## src/rtl/hls_run_pkg.sv

```systemverilog
// hls_run_pkg: shared widths, status codes, FSM states and result record for the run controller.
package hls_run_pkg;
   localparam int RUN_W = 8;
   localparam int CYC_W = 32;
   localparam int RET_W = 32;
   localparam logic [1:0] ST_NOCHECK = 2'b00;
   localparam logic [1:0] ST_PASS    = 2'b01;
   localparam logic [1:0] ST_FAIL    = 2'b10;
   localparam logic [1:0] ST_TIMEOUT = 2'b11;
   typedef enum logic [2:0] {S_IDLE, S_DRST, S_START, S_WAIT, S_RECORD, S_DONE} state_t;
   typedef struct packed {
      logic [1:0]       status;
      logic [CYC_W-1:0] cycles;
      logic [RUN_W-1:0] run_idx;
   } result_t;
   function automatic logic [1:0] classify(input logic v, input logic [RET_W-1:0] e, input logic [RET_W-1:0] r);
      return !v ? ST_NOCHECK : (e == r) ? ST_PASS : ST_FAIL;
   endfunction
endpackage

```

## src/rtl/hls_result_fifo.sv

```systemverilog
// hls_result_fifo: first-word-fall-through FIFO with full/empty flags and async active-low reset.
module hls_result_fifo #(
   parameter int W     = 8,
   parameter int DEPTH = 8
) (
   input  logic         clk_i,
   input  logic         rst_ni,
   input  logic         push_i,
   input  logic [W-1:0] din_i,
   input  logic         pop_i,
   output logic [W-1:0] dout_o,
   output logic         full_o,
   output logic         empty_o
);
   localparam int AW = $clog2(DEPTH);
   logic [W-1:0] mem_q [DEPTH];
   logic [AW:0]  wr_q, rd_q;
   logic         do_push, do_pop;
   // Extra pointer bit distinguishes full from empty when the indices match.
   assign empty_o = wr_q == rd_q;
   assign full_o  = (wr_q[AW] != rd_q[AW]) && (wr_q[AW-1:0] == rd_q[AW-1:0]);
   assign do_pop  = pop_i && !empty_o;
   assign do_push = push_i && (!full_o || do_pop);
   assign dout_o  = mem_q[rd_q[AW-1:0]];
   always_ff @(posedge clk_i or negedge rst_ni) begin
      if (!rst_ni) begin
         wr_q <= '0;
         rd_q <= '0;
      end else begin
         if (do_push) wr_q <= wr_q + (AW+1)'(1);
         if (do_pop) rd_q <= rd_q + (AW+1)'(1);
      end
   end
   always_ff @(posedge clk_i) begin
      if (do_push) mem_q[wr_q[AW-1:0]] <= din_i;
   end
endmodule

```

## src/rtl/hls_run_controller.sv

```systemverilog
// hls_run_controller: sequences batches of accelerator runs, measures latency,
// classifies each run and queues result records for host readout.
module hls_run_controller
   import hls_run_pkg::*;
#(
   parameter int FIFO_DEPTH     = 8,
   parameter int DUT_RST_CYCLES = 2
) (
   input  logic             clk_i,
   input  logic             rst_ni,
   input  logic             go_i,
   input  logic [RUN_W-1:0] cfg_num_runs_i,
   input  logic [CYC_W-1:0] cfg_timeout_i,
   output logic             busy_o,
   output logic             batch_done_o,
   output logic             aborted_o,
   output logic             dut_reset_o,
   output logic             dut_start_o,
   input  logic             dut_done_i,
   input  logic [RET_W-1:0] dut_ret_i,
   input  logic             exp_valid_i,
   input  logic [RET_W-1:0] exp_ret_i,
   output logic             res_valid_o,
   input  logic             res_ready_i,
   output logic [1:0]       res_status_o,
   output logic [CYC_W-1:0] res_cycles_o,
   output logic [RUN_W-1:0] res_run_idx_o
);
   localparam int RCW = $clog2(DUT_RST_CYCLES + 1);
   state_t           state_q;
   logic [RUN_W-1:0] runs_q, idx_q;
   logic [CYC_W-1:0] tmo_q, cnt_q, cnt_d;
   logic [RCW-1:0]   rcnt_q;
   logic             exp_v_q, tmo_hit_q, aborted_q, busy_q, batch_done_q, dut_rst_q, dut_start_q;
   logic [RET_W-1:0] exp_r_q;
   result_t          rec_q, head;
   logic             full, empty, push;
   assign cnt_d = &cnt_q ? cnt_q : cnt_q + CYC_W'(1);
   assign push  = (state_q == S_RECORD) && !full;
   always_ff @(posedge clk_i or negedge rst_ni) begin
      if (!rst_ni) begin
         state_q      <= S_IDLE;
         runs_q       <= '0;
         idx_q        <= '0;
         tmo_q        <= '0;
         cnt_q        <= '0;
         rcnt_q       <= '0;
         exp_v_q      <= 1'b0;
         exp_r_q      <= '0;
         rec_q        <= '0;
         tmo_hit_q    <= 1'b0;
         aborted_q    <= 1'b0;
         busy_q       <= 1'b0;
         batch_done_q <= 1'b0;
         dut_rst_q    <= 1'b0;
         dut_start_q  <= 1'b0;
      end else begin
         case (state_q)
            S_IDLE: if (go_i) begin
               runs_q    <= cfg_num_runs_i;
               tmo_q     <= cfg_timeout_i;
               aborted_q <= 1'b0;
               tmo_hit_q <= 1'b0;
               busy_q    <= 1'b1;
               idx_q     <= '0;
               rcnt_q    <= '0;
               state_q   <= (cfg_num_runs_i == '0) ? S_DONE : S_DRST;
               batch_done_q <= cfg_num_runs_i == '0;
            end
            S_DRST: if (rcnt_q == RCW'(DUT_RST_CYCLES - 1)) begin
               state_q     <= S_START;
               dut_rst_q   <= 1'b1;
               dut_start_q <= 1'b1;
               cnt_q       <= CYC_W'(1);
            end else rcnt_q <= rcnt_q + RCW'(1);
            S_START: begin
               dut_start_q <= 1'b0;
               exp_v_q     <= exp_valid_i;
               exp_r_q     <= exp_ret_i;
               cnt_q       <= cnt_d;
               rec_q       <= '{classify(exp_valid_i, exp_ret_i, dut_ret_i), cnt_q, idx_q};
               state_q     <= dut_done_i ? S_RECORD : S_WAIT;
            end
            // Done wins over the watchdog when both land in the same cycle.
            S_WAIT: if (dut_done_i) begin
               rec_q   <= '{classify(exp_v_q, exp_r_q, dut_ret_i), cnt_q, idx_q};
               state_q <= S_RECORD;
            end else if (tmo_q != '0 && cnt_q >= tmo_q) begin
               rec_q     <= '{ST_TIMEOUT, tmo_q, idx_q};
               tmo_hit_q <= 1'b1;
               aborted_q <= 1'b1;
               state_q   <= S_RECORD;
            end else cnt_q <= cnt_d;
            S_RECORD: if (!full) begin
               dut_rst_q <= 1'b0;
               rcnt_q    <= '0;
               if (tmo_hit_q || idx_q == runs_q - RUN_W'(1)) begin
                  state_q      <= S_DONE;
                  batch_done_q <= 1'b1;
               end else begin
                  idx_q   <= idx_q + RUN_W'(1);
                  state_q <= S_DRST;
               end
            end
            S_DONE: begin
               batch_done_q <= 1'b0;
               busy_q       <= 1'b0;
               state_q      <= S_IDLE;
            end
            default: state_q <= S_IDLE;
         endcase
      end
   end
   hls_result_fifo #(.W($bits(result_t)), .DEPTH(FIFO_DEPTH)) u_fifo (
      .clk_i   (clk_i),
      .rst_ni  (rst_ni),
      .push_i  (push),
      .din_i   (rec_q),
      .pop_i   (res_ready_i),
      .dout_o  (head),
      .full_o  (full),
      .empty_o (empty)
   );
   assign busy_o        = busy_q;
   assign batch_done_o  = batch_done_q;
   assign aborted_o     = aborted_q;
   assign dut_reset_o   = dut_rst_q;
   assign dut_start_o   = dut_start_q;
   assign res_valid_o   = !empty;
   assign res_status_o  = head.status;
   assign res_cycles_o  = head.cycles;
   assign res_run_idx_o = head.run_idx;
endmodule
```

## config.mk

```make
export PLATFORM = sky130hd
export DESIGN_NAME = hls_run_controller
export DESIGN_NICKNAME = d
export VERILOG_FILES = /design/src/rtl/hls_run_pkg.sv /design/src/rtl/hls_result_fifo.sv /design/src/rtl/hls_run_controller.sv
export SDC_FILE = /design/constraint.sdc
export NUM_CORES = 1
export LEC_CHECK = 0
export CAP_MARGIN = 20
export CELL_PAD_IN_SITES_DETAIL_PLACEMENT = 0
export CELL_PAD_IN_SITES_GLOBAL_PLACEMENT = 1
export CORE_MARGIN = 4
export CORE_UTILIZATION = 50
export CTS_BUF_LIST = sky130_fd_sc_hd__clkbuf_2
export CTS_CLUSTER_SIZE = 25
export DETAILED_ROUTE_END_ITERATION = 7
export PLACE_DENSITY = 0.82
export SYNTH_ARGS = -nofsm -noshare
export SYNTH_HDL_FRONTEND = slang
export SYNTH_SLANG_ARGS = --single-unit
```

## constraint.sdc

```tcl
create_clock -name clk_i -period 5.9 [get_ports clk_i]
set_clock_uncertainty 0.1 [all_clocks]
set_input_delay 0.59 -clock clk_i [delete_from_list [all_inputs] [get_ports clk_i]]
set_output_delay 0.59 -clock clk_i [all_outputs]
set_load 0.005 [all_outputs]
```

# ---- Yosys cells after proc, flatten, opt, wreduce, memory -nomap -nowiden
# Memory sizes are Yosys's and may differ from the RTL's.
# Index checks and enable logic that the tools add are counted.
dict set report word_totals {
  ff_bits 173
  mem_bits_rw 336
  output_inout_bits 48
  mem_count 1
}
dict set report classes {
  add_sub_neg 6
  order_cmp 1
  n_eq_ne 22
  muxes 45
  reduce_logical 33
}
# name words word_bits rd rd_clocked_by_memory_dff wr line_no
set memory_table {}
lappend memory_table {u_fifo.mem_q 8 42 1 0 1 hls_result_fifo.sv:16} ;# logic [W-1:0] mem_q [DEPTH];
# cell n
set ops {}
lappend ops {{$mux W32} 4}
lappend ops {{$pmux W32 S3} 1}
lappend ops {{$mux W42} 2}
lappend ops {{$pmux W42 S2} 1}
lappend ops {{$eq A32 B32 Y1} 2}
lappend ops {{$add A32 B1 Y32 const B} 1}
lappend ops {{$ge A32 B32 Y1} 1}
lappend ops {{$reduce_and A32 Y1} 1}
lappend ops {{$reduce_bool A32 Y1} 1}
lappend ops {{$mux W3} 8}
lappend ops {{$mux W8} 3}
lappend ops {{$reduce_and A4 Y1} 6}
lappend ops {{$ne A2 B2 Y1 const B} 8}
lappend ops {{$pmux W8 S2} 1}
lappend ops {{$pmux W3 S5} 1}
lappend ops {{$mux W2} 7}
lappend ops {{$reduce_bool A2 Y1} 6}
lappend ops {{$mux W1} 11}
lappend ops {{$reduce_bool A3 Y1} 3}
lappend ops {{$add A4 B1 Y4 const B} 2}
lappend ops {{$add A8 B1 Y8 const B} 1}
lappend ops {{$eq A8 B8 Y1} 1}
lappend ops {{$logic_not A8 Y1} 1}
lappend ops {{$pmux W1 S2} 4}
lappend ops {{19 further kinds} 30}

# ---- Depth between registers and ports, before layout
# Gate-level depths: netlist of run 1.
dict set report logic_depth {
  ltp_word 7
  mapped_depth 11
  depth_no_buf 9
}

# ---- Cells and area by module
# Synthesis of run 1 repeated with hierarchy kept, for this count alone.
dict set report hier_totals {
  cells_unflattened 1498
  hier_area_um2 22922.0
}
# module n_inst cells_per_inst area_per_inst_um2 seq_area_each_um2
set modules_own_cells {}
lappend modules_own_cells {hls_result_fifo 1 544 13416.6 10289.9}
lappend modules_own_cells {hls_run_controller 1 954 9505.4 4129.0}

# ---- Worst setup path before layout of run 1
# OpenSTA, ideal clock, no wires.
dict set report synth_timing {
  kind {register to register}
  startpoint {register u_fifo.rd_q[2]}
  endpoint {memory u_fifo.mem_q[0][0] (netlist bit), enable pin}
  setup_ns 0.493
  arrival_ns 4.197
  required_time_ns 5.307
  slack_ns 1.110
  stages_incl_launch_ff 8
  synth_period_minus_slack_ns 4.790
  cell_sequence {dfrtp_1 > clkbuf_1 > xor2_1 > nor3_1 > nand2b_1 > and3_1 > nand2b_1 > nor3_1}
}
dict set report synth_via {
  elab_chain_len 7
}
# item line_no
set synth_lines {}
lappend synth_lines {{start: declaration} hls_result_fifo.sv:17} ;# logic [AW:0] wr_q, rd_q;
lappend synth_lines {{start signal: assignment} hls_result_fifo.sv:31} ;# if (do_pop) rd_q <= rd_q + (AW+1)'(1);
lappend synth_lines {{$eq A4 B4 Y1 or $eq A3 B3 Y1 (tied branches)} {hls_result_fifo.sv:20, hls_result_fifo.sv:21}}
lappend synth_lines {{$logic_not A1 Y1 or $logic_and A1 B1 Y1 (tied branches)} {hls_result_fifo.sv:22, hls_result_fifo.sv:21}}
lappend synth_lines {{$logic_and A1 B1 Y1 or $logic_not A1 Y1 (tied branches)} {hls_result_fifo.sv:22, hls_result_fifo.sv:23, hls_run_controller.sv:39}}
lappend synth_lines {{$logic_or A1 B1 Y1 or $logic_and A1 B1 Y1 (tied branches)} {hls_result_fifo.sv:23, hls_run_controller.sv:39}}
lappend synth_lines {{$logic_and A1 B1 Y1 (*)} hls_result_fifo.sv:23} ;# assign do_push = push_i && (!full_o || do_pop);
lappend synth_lines {{$mux W1 (*)} hls_result_fifo.sv:35} ;# if (do_push) mem_q[wr_q[AW-1:0]] <= din_i;
lappend synth_lines {{$mux W1 (not written as such) (*)} hls_result_fifo.sv:35}
lappend synth_lines {{end: declaration} hls_result_fifo.sv:16}
# Mark *: on every way between the ends. The rest lies on a longest branch, timed or not.

# ---- Worst setup path in the final report of run 1
dict set report layout_timing {
  startpoint {register u_fifo.rd_q[0]}
  endpoint {output port res_status_o[0]}
}
dict set report layout_via {
  elab_chain_len 1
}
# item line_no
set layout_lines {}
lappend layout_lines {{$mem_v2 Z8 W42} n/a}
lappend layout_lines {{end: declaration} hls_run_controller.sv:25} ;# output logic [1:0] res_status_o,
# Every way passes these cells.

==> summary.txt, run 1 <==
final hold vios - 0
clk sinks - 509
Power Total - 0.0108 W
CP max stage delay - 0.75 ns
#FFs+latches synth - 509
MaxCap Viol Count - 0
Die X-Extent - 219 µm
P&R area growth vs syn - 17.7%
Syn Nets - 1645
largest net degree at the start of global routing - 83
asr flop ratio synth - 34.0%
Residual DRC - 0
Placed Cells - 2201
M2 GR Usage - 33.8%
Post-DRT Antenna Nets - 0
drt initial violations - 1080
Final Max Tran Viols - 0
FF/Latch Area - 14400 µm²
ys flop type - edfxtp_1
EDFF count, synth - 336
Gate Count Post-Synth - 1497
multi-input logic area - 7500 µm²
die height - 219 µm
CP endpoint kind - output pin
CTS Buf Count - 131
layout cell share with drive strength beyond 1 - 22.7%
CTS tree - yes
Mapped Avg Cell Area - 14.9 µm²
std cell rows - 77
pwr dens - 411 nW/µm²
htree depth - 4
Final Cycle Share - 76.7%
DR vias - 14000
Yosys cell types - 66
RSZ-0062 raised after global routing - no
total negative slack - 0 ns
register area share after synthesis - 64.6%
fillcell total - 3468
initial antenna violation count - 2
drt first pass iters - 5
crit-path max FO - 36
# setup viols final - 0
CP required - 5.21 ns
GR met1 Demand/Resource - 30.0%
worst hold path class - in2reg
IR drop worst, VDD - 0.000248 V
GRT Total Usage - 21.8%
Worst-path clk slew - 0.09 ns
Synth area leaders - edfxtp_1 (45%), dfrtp_1 (19%), mux4_2 (8.5%)
r2r setup slk - 2.24 ns
Worst path slowest cell - dfrtp_4
status - finished, final reports clean
Initial Utilization - 50.5%
worst rel slew slack - 29.0%
GRT overflow - 0
first-pass GRT wire length - 80600 µm
vias in the first global route - 14500
Worst Max-Slew Pin Slew - 1.07 ns
Yosys top cell area share - 45.2%
non-filler cells, final - 2472
Crit Path Category - reg2out
grt peak-use layer - met2
post-synth top area cell - edfxtp_1
gpl congestion - 0.896
Core Area - 44200 µm²
met3 GRT Util - 6.30%
WL final - 51000 µm
Root Buffer - clkbuf_2
synthesized cell area - 22300 µm²
Routed WL per cell - 20.6 µm
crit path DAT - 3.83 ns
Ys Warns - 0
IO Port Bufs - 157
startpoint types - flop
P_leak - 9.57 nW
clk_lat worst skew - 1.05 ns
placed wire-length estimate - 32800 µm
minimum clock period - 4.52 ns
# nets final - 1941
vias per cell - 5.66
I/O pin cnt - 158
CP cell instances - buf_4 -> mux4_2 -> mux2_2 -> clkdlybuf4s50_1
die area - 48100 µm²
CTS resizes - 0
clk buf depth - 3
fmax - 221 MHz
==> per-layer routing <==
metal | wire (µm) | part of all wire (%)
met4 | 975 | 1.9
met5 | 0 | 0
met3 | 4340 | 8.5
met1 | 21300 | 42
met2 | 24400 | 48
==> area by class of cell <==
cell class | instances | share of cell area (%)
Antenna cell | 1 | 0.00952
Clock buffer | 188 | 3.58
Clock inverter | 31 | 0.657
Inverter | 47 | 0.671
Multi-Input combinational cell | 870 | 28.6
Sequential cell | 509 | 54.9
Tap cell | 592 | 2.82
Timing Repair Buffer | 234 | 8.81
==> through the flow <==
step                hold WS (ns)  util, %  worst slack [ns]  instance area, µm²
floorplan                  0.194        -              1.11               22300
global placement           0.377     55.7              2.28               24600
detailed placement         0.382     55.7              2.24               24700
CTS                     0.000724     59.3              1.15               26200
global route             0.00102     59.4              1.00               26300
finish                     0.142     59.4              1.38               26300
==> kinds of logic (layout without fill, tap and decap cells) <==
logic type,after synthesis,count (layout),synth area share [%]
AO/OA/AOI/OAI,209,209,6.05
adder cells (fa/ha/maj),38,38,2.13
multiplexers,202,202,14.2
XOR/XNOR,85,85,3.37
buffers and inverters,118,500,2.20
AND/OR/NAND/NOR,336,336,7.46
flip-flops,509,509,64.6
other,0,1,0
==> Yosys cell counts (2+ instances only) <==
master / number
nor2_1: 43
a31o_2: 4
a21o_1: 2
clkbuf_1: 47
a31oi_1: 6
o21ai_0: 90
nand2_1: 141
and3_1: 10
xnor2_1: 78
a22o_1: 3
nor3b_1: 2
buf_6: 3
and2_1: 7
inv_1: 47
or3_1: 8
nand3_1: 35
nand2b_1: 7
mux2i_1: 34
a22oi_2: 2
nand4_1: 30
nor3_1: 7
nor4_1: 17
and4_1: 5
buf_1: 2
a2111oi_0: 2
buf_2: 18
o21ai_1: 2
xor2_1: 6
dfrtp_1: 173
o311ai_0: 5
o41ai_1: 7
edfxtp_1: 336
mux2_2: 84
a21oi_1: 30
mux4_2: 84
or4_1: 17
a32o_1: 2
ha_1: 38
o31ai_1: 35
a221oi_1: 2
==> registers in the layout (all words and copies together), names as in the netlist, 4 cells and up <==
signal,cells
rec_q,42
u_fifo.rd_q,4
idx_q,8
tmo_q,32
cnt_q,32
exp_r_q,32
runs_q,8
u_fifo.wr_q,4
u_fifo.mem_q,336
==> critical path: cells and delay by family, from the launching register on <==
family   cells  cell delay, ns
buf+inv      2            1.12
mux          2            0.90
flops        1            0.75
==> worst paths after layout <==
kind	startpoint	to	cells after the start
min in group asynchronous	rst_ni	cnt_q[27]	3
worst max-delay path	u_fifo.rd_q[0]	res_status_o[0]	4
worst min register to register	u_fifo.wr_q[3]	u_fifo.wr_q[3]	1
worst min-delay path	cfg_timeout_i[15]	tmo_q[15]	3
max in group asynchronous	rst_ni	tmo_q[26]	4
worst max register to register	cnt_q[1]	cnt_q[19]	9
==> repair_timing <==
item / 4_1_cts / 5_1_grt
hold buffers: 45 / 6
endpoints found under the hold margin: 120 / 6
buffers inserted: 0 / 0
==> power breakdown <==
group	switching (W)	internal, W	total [W]
registers	0.000594	0.00438	0.00498
logic	0.00167	0.00188	0.00354
clock network	0.00136	0.000933	0.00229
==> cells in the final DEF, fill, tap and decap left out, drive strengths merged, types with 17 or more instances in the layout <==
master,Yosys,routed
a21oi,30,30
buf,24,27
clkbuf,47,188
clkdlybuf4s50,0,156
clkinv,0,19
dfrtp,173,173
dlygate4sd3,0,51
edfxtp,336,336
ha,38,38
inv,47,56
mux2,84,84
mux2i,34,34
mux4,84,84
nand2,141,141
nand3,35,35
nand4,31,31
nor2,44,44
nor4,18,18
o21ai,92,92
o31ai,36,36
or4,17,17
xnor2,78,78
(Power assumes the default switching activity.)
==> inputs of run 2 (changes only) <==
clock period = 4.4 ns   (was 5.9 ns; I/O delays follow)
==> run 2 against run 1 <==
Clock power up 32%. Combinational power up 35%. Final cell count up 1.1%. Sequential cell count unchanged. Count of clock-buffer cells in the layout unchanged. Final area up 1.6%. Worst hold slack better by 0.020 ns. Critical path depth unchanged. Highest routed layer unchanged. First-iteration DRC count down 6.4%. Register-to-register slack worse by 1.3 ns.
==> summary.txt, run 2 (synthesis results as in run 1) <==
status - finished, final reports clean
P&R area growth vs syn - 19.5%
Worst path slowest cell - dfrtp_4
initial antenna violation count - 1
IO Port Bufs - 157
fmax - 239 MHz
Placed Cells - 2201
Post-DRT Antenna Nets - 0
Residual DRC - 0
clk buf depth - 3
final hold vios - 0
WHS Endpoint - u_fifo.rd_q[0]
# nets final - 1956
postcts setup bufs - 0
RR Endpoint - cnt_q[12]
Worst Max-Slew Pin Slew - 1.04 ns
CP endpoint kind - output pin
drt initial violations - 1011
first-pass GRT wire length - 80800 µm
I/O pin cnt - 158
Core Area - 44200 µm²
largest net degree at the start of global routing - 88
dpl ws - 0.935 ns
Final Cycle Share - 94.9%
vias in the first global route - 14500
minimum clock period - 4.18 ns
worst rel slew slack - 30.6%
FF/Latch Area - 14400 µm²
worst setup path start - u_fifo.rd_q[1]
GRT overflow - 0
hold path cells - 3
die height - 219 µm
std cell rows - 77
vias per cell - 5.62
Crit Path Category - reg2out
commonest non-fill, non-tap cell in the layout - edfxtp_1
clk_lat worst skew - 1.10 ns
commonest cells after routing, fill and taps aside - edfxtp_1 (336), clkbuf_2 (188), dfrtp_1 (170), clkdlybuf4s50_1 (156), nand2_1 (141)
worst hold path class - in2reg
MaxCap Viol Count - 0
GRT Total Usage - 21.8%
Die X-Extent - 219 µm
Final Max Tran Viols - 0
startpoint types - flop
CP max stage delay - 0.88 ns
CP bufs+invs - 2
Worst-path clk slew - 0.11 ns
htree depth - 3
non-filler cells, final - 2500
DP Area - 24800 µm²
RSZ-0062 raised after global routing - no
total negative slack - 0 ns
IR drop worst, VDD - 0.000437 V
CTS Buf Count - 120
Root Buffer - clkbuf_2
cell family with most CP delay - buffers and inverters
fillcell total - 3462
drt first pass iters - 5
placed wire-length estimate - 32600 µm
Routed WL per cell - 20.6 µm
die area - 48100 µm²
r2r setup slk - 0.92 ns
max reg flops - 336
CP cell instances - buf_6 -> mux4_2 -> mux2_2 -> clkdlybuf4s50_1
Crit Reg-Reg Startpoint - cnt_q[0]
multi-input logic area - 7520 µm²
fin area - 26700 µm²
WL final - 51500 µm
# setup viols final - 0
HP Start - res_ready_i
gpl congestion - 0.896
final setup margin - 0.223 ns
DR vias - 14000
clk sinks - 509
CP required - 3.86 ns
Initial Utilization - 50.5%
CTS tree - yes
layout cell share with drive strength beyond 1 - 22.5%
P_leak - 9.71 nW
crit-path max FO - 45
FF-to-FF path depth - 9
crit path DAT - 3.64 ns
pwr dens - 543 nW/µm²
==> run 2: cell types whose count changed in the layout (fill, tap and decap cells not counted), sizes merged <==
cell / previous run / this run
clkinv: 19 / 30
buf: 27 / 28
inv: 56 / 48
dlygate4sd3: 51 / 76
bufinv: 2 / 1
==> run 2: worst max path at each step <==
stage	slack, ns	end	cells after the start
after global placement	0.90	cnt_q[13]	8
after detailed placement	0.93	cnt_q[12]	7
final	0.22	res_status_o[1]	4
after CTS	0.06	res_status_o[1]	4
after global routing	0.04	res_status_o[1]	4
after floorplan	0.66	u_fifo.mem_q[7][0]	7
==> run 2: timing repair <==
item                                   in CTS  in global routing
hold buffers                               77                  0
gates resized for setup                     1                  0
setup endpoints to repair                  22                  0
endpoints found under the hold margin     249                  0
==> run 2: stage by stage <==
step	total power, W	hold slack (ns)	util [%]
global placement	0.0114	0.375	56.0
global route	0.0154	0.127	60.4
floorplan	0.00965	0.0444	-
detailed placement	0.0115	0.396	56.0
CTS	0.0146	0.0337	60.4
finish	0.0145	0.161	60.4
==> run 2: cell type report <==
class                   instances  share of cell area [%]
diodes                          1                 0.00938
clock buffers                 188                    3.53
clock inverters                33                   0.698
inverters                      47                   0.661
multi-input cells             870                    28.2
flip-flops and latches        509                    54.1
well taps                     592                    2.78
repair buffers                260                    10.1
==> run 2: where the power goes <==
part	internal [W]	total, W	switching, W
registers	0.00588	0.00668	0.000802
clock network	0.00121	0.00303	0.00182
logic	0.00254	0.00478	0.00224
==> run 2: worst min-delay path: cells and delay by family <==
family        cells  cell delay (ns)
simple gates      1             0.24
buf+inv           1             0.47
xor+xnor          1             0.17
==> run 2: routing by layer <==
metal  wire (µm)  global-route usage, %
met1       22400                   30.2
met2       24500                   34.7
met3        3530                   4.62
met4        1110                   7.20
met5           0                      0
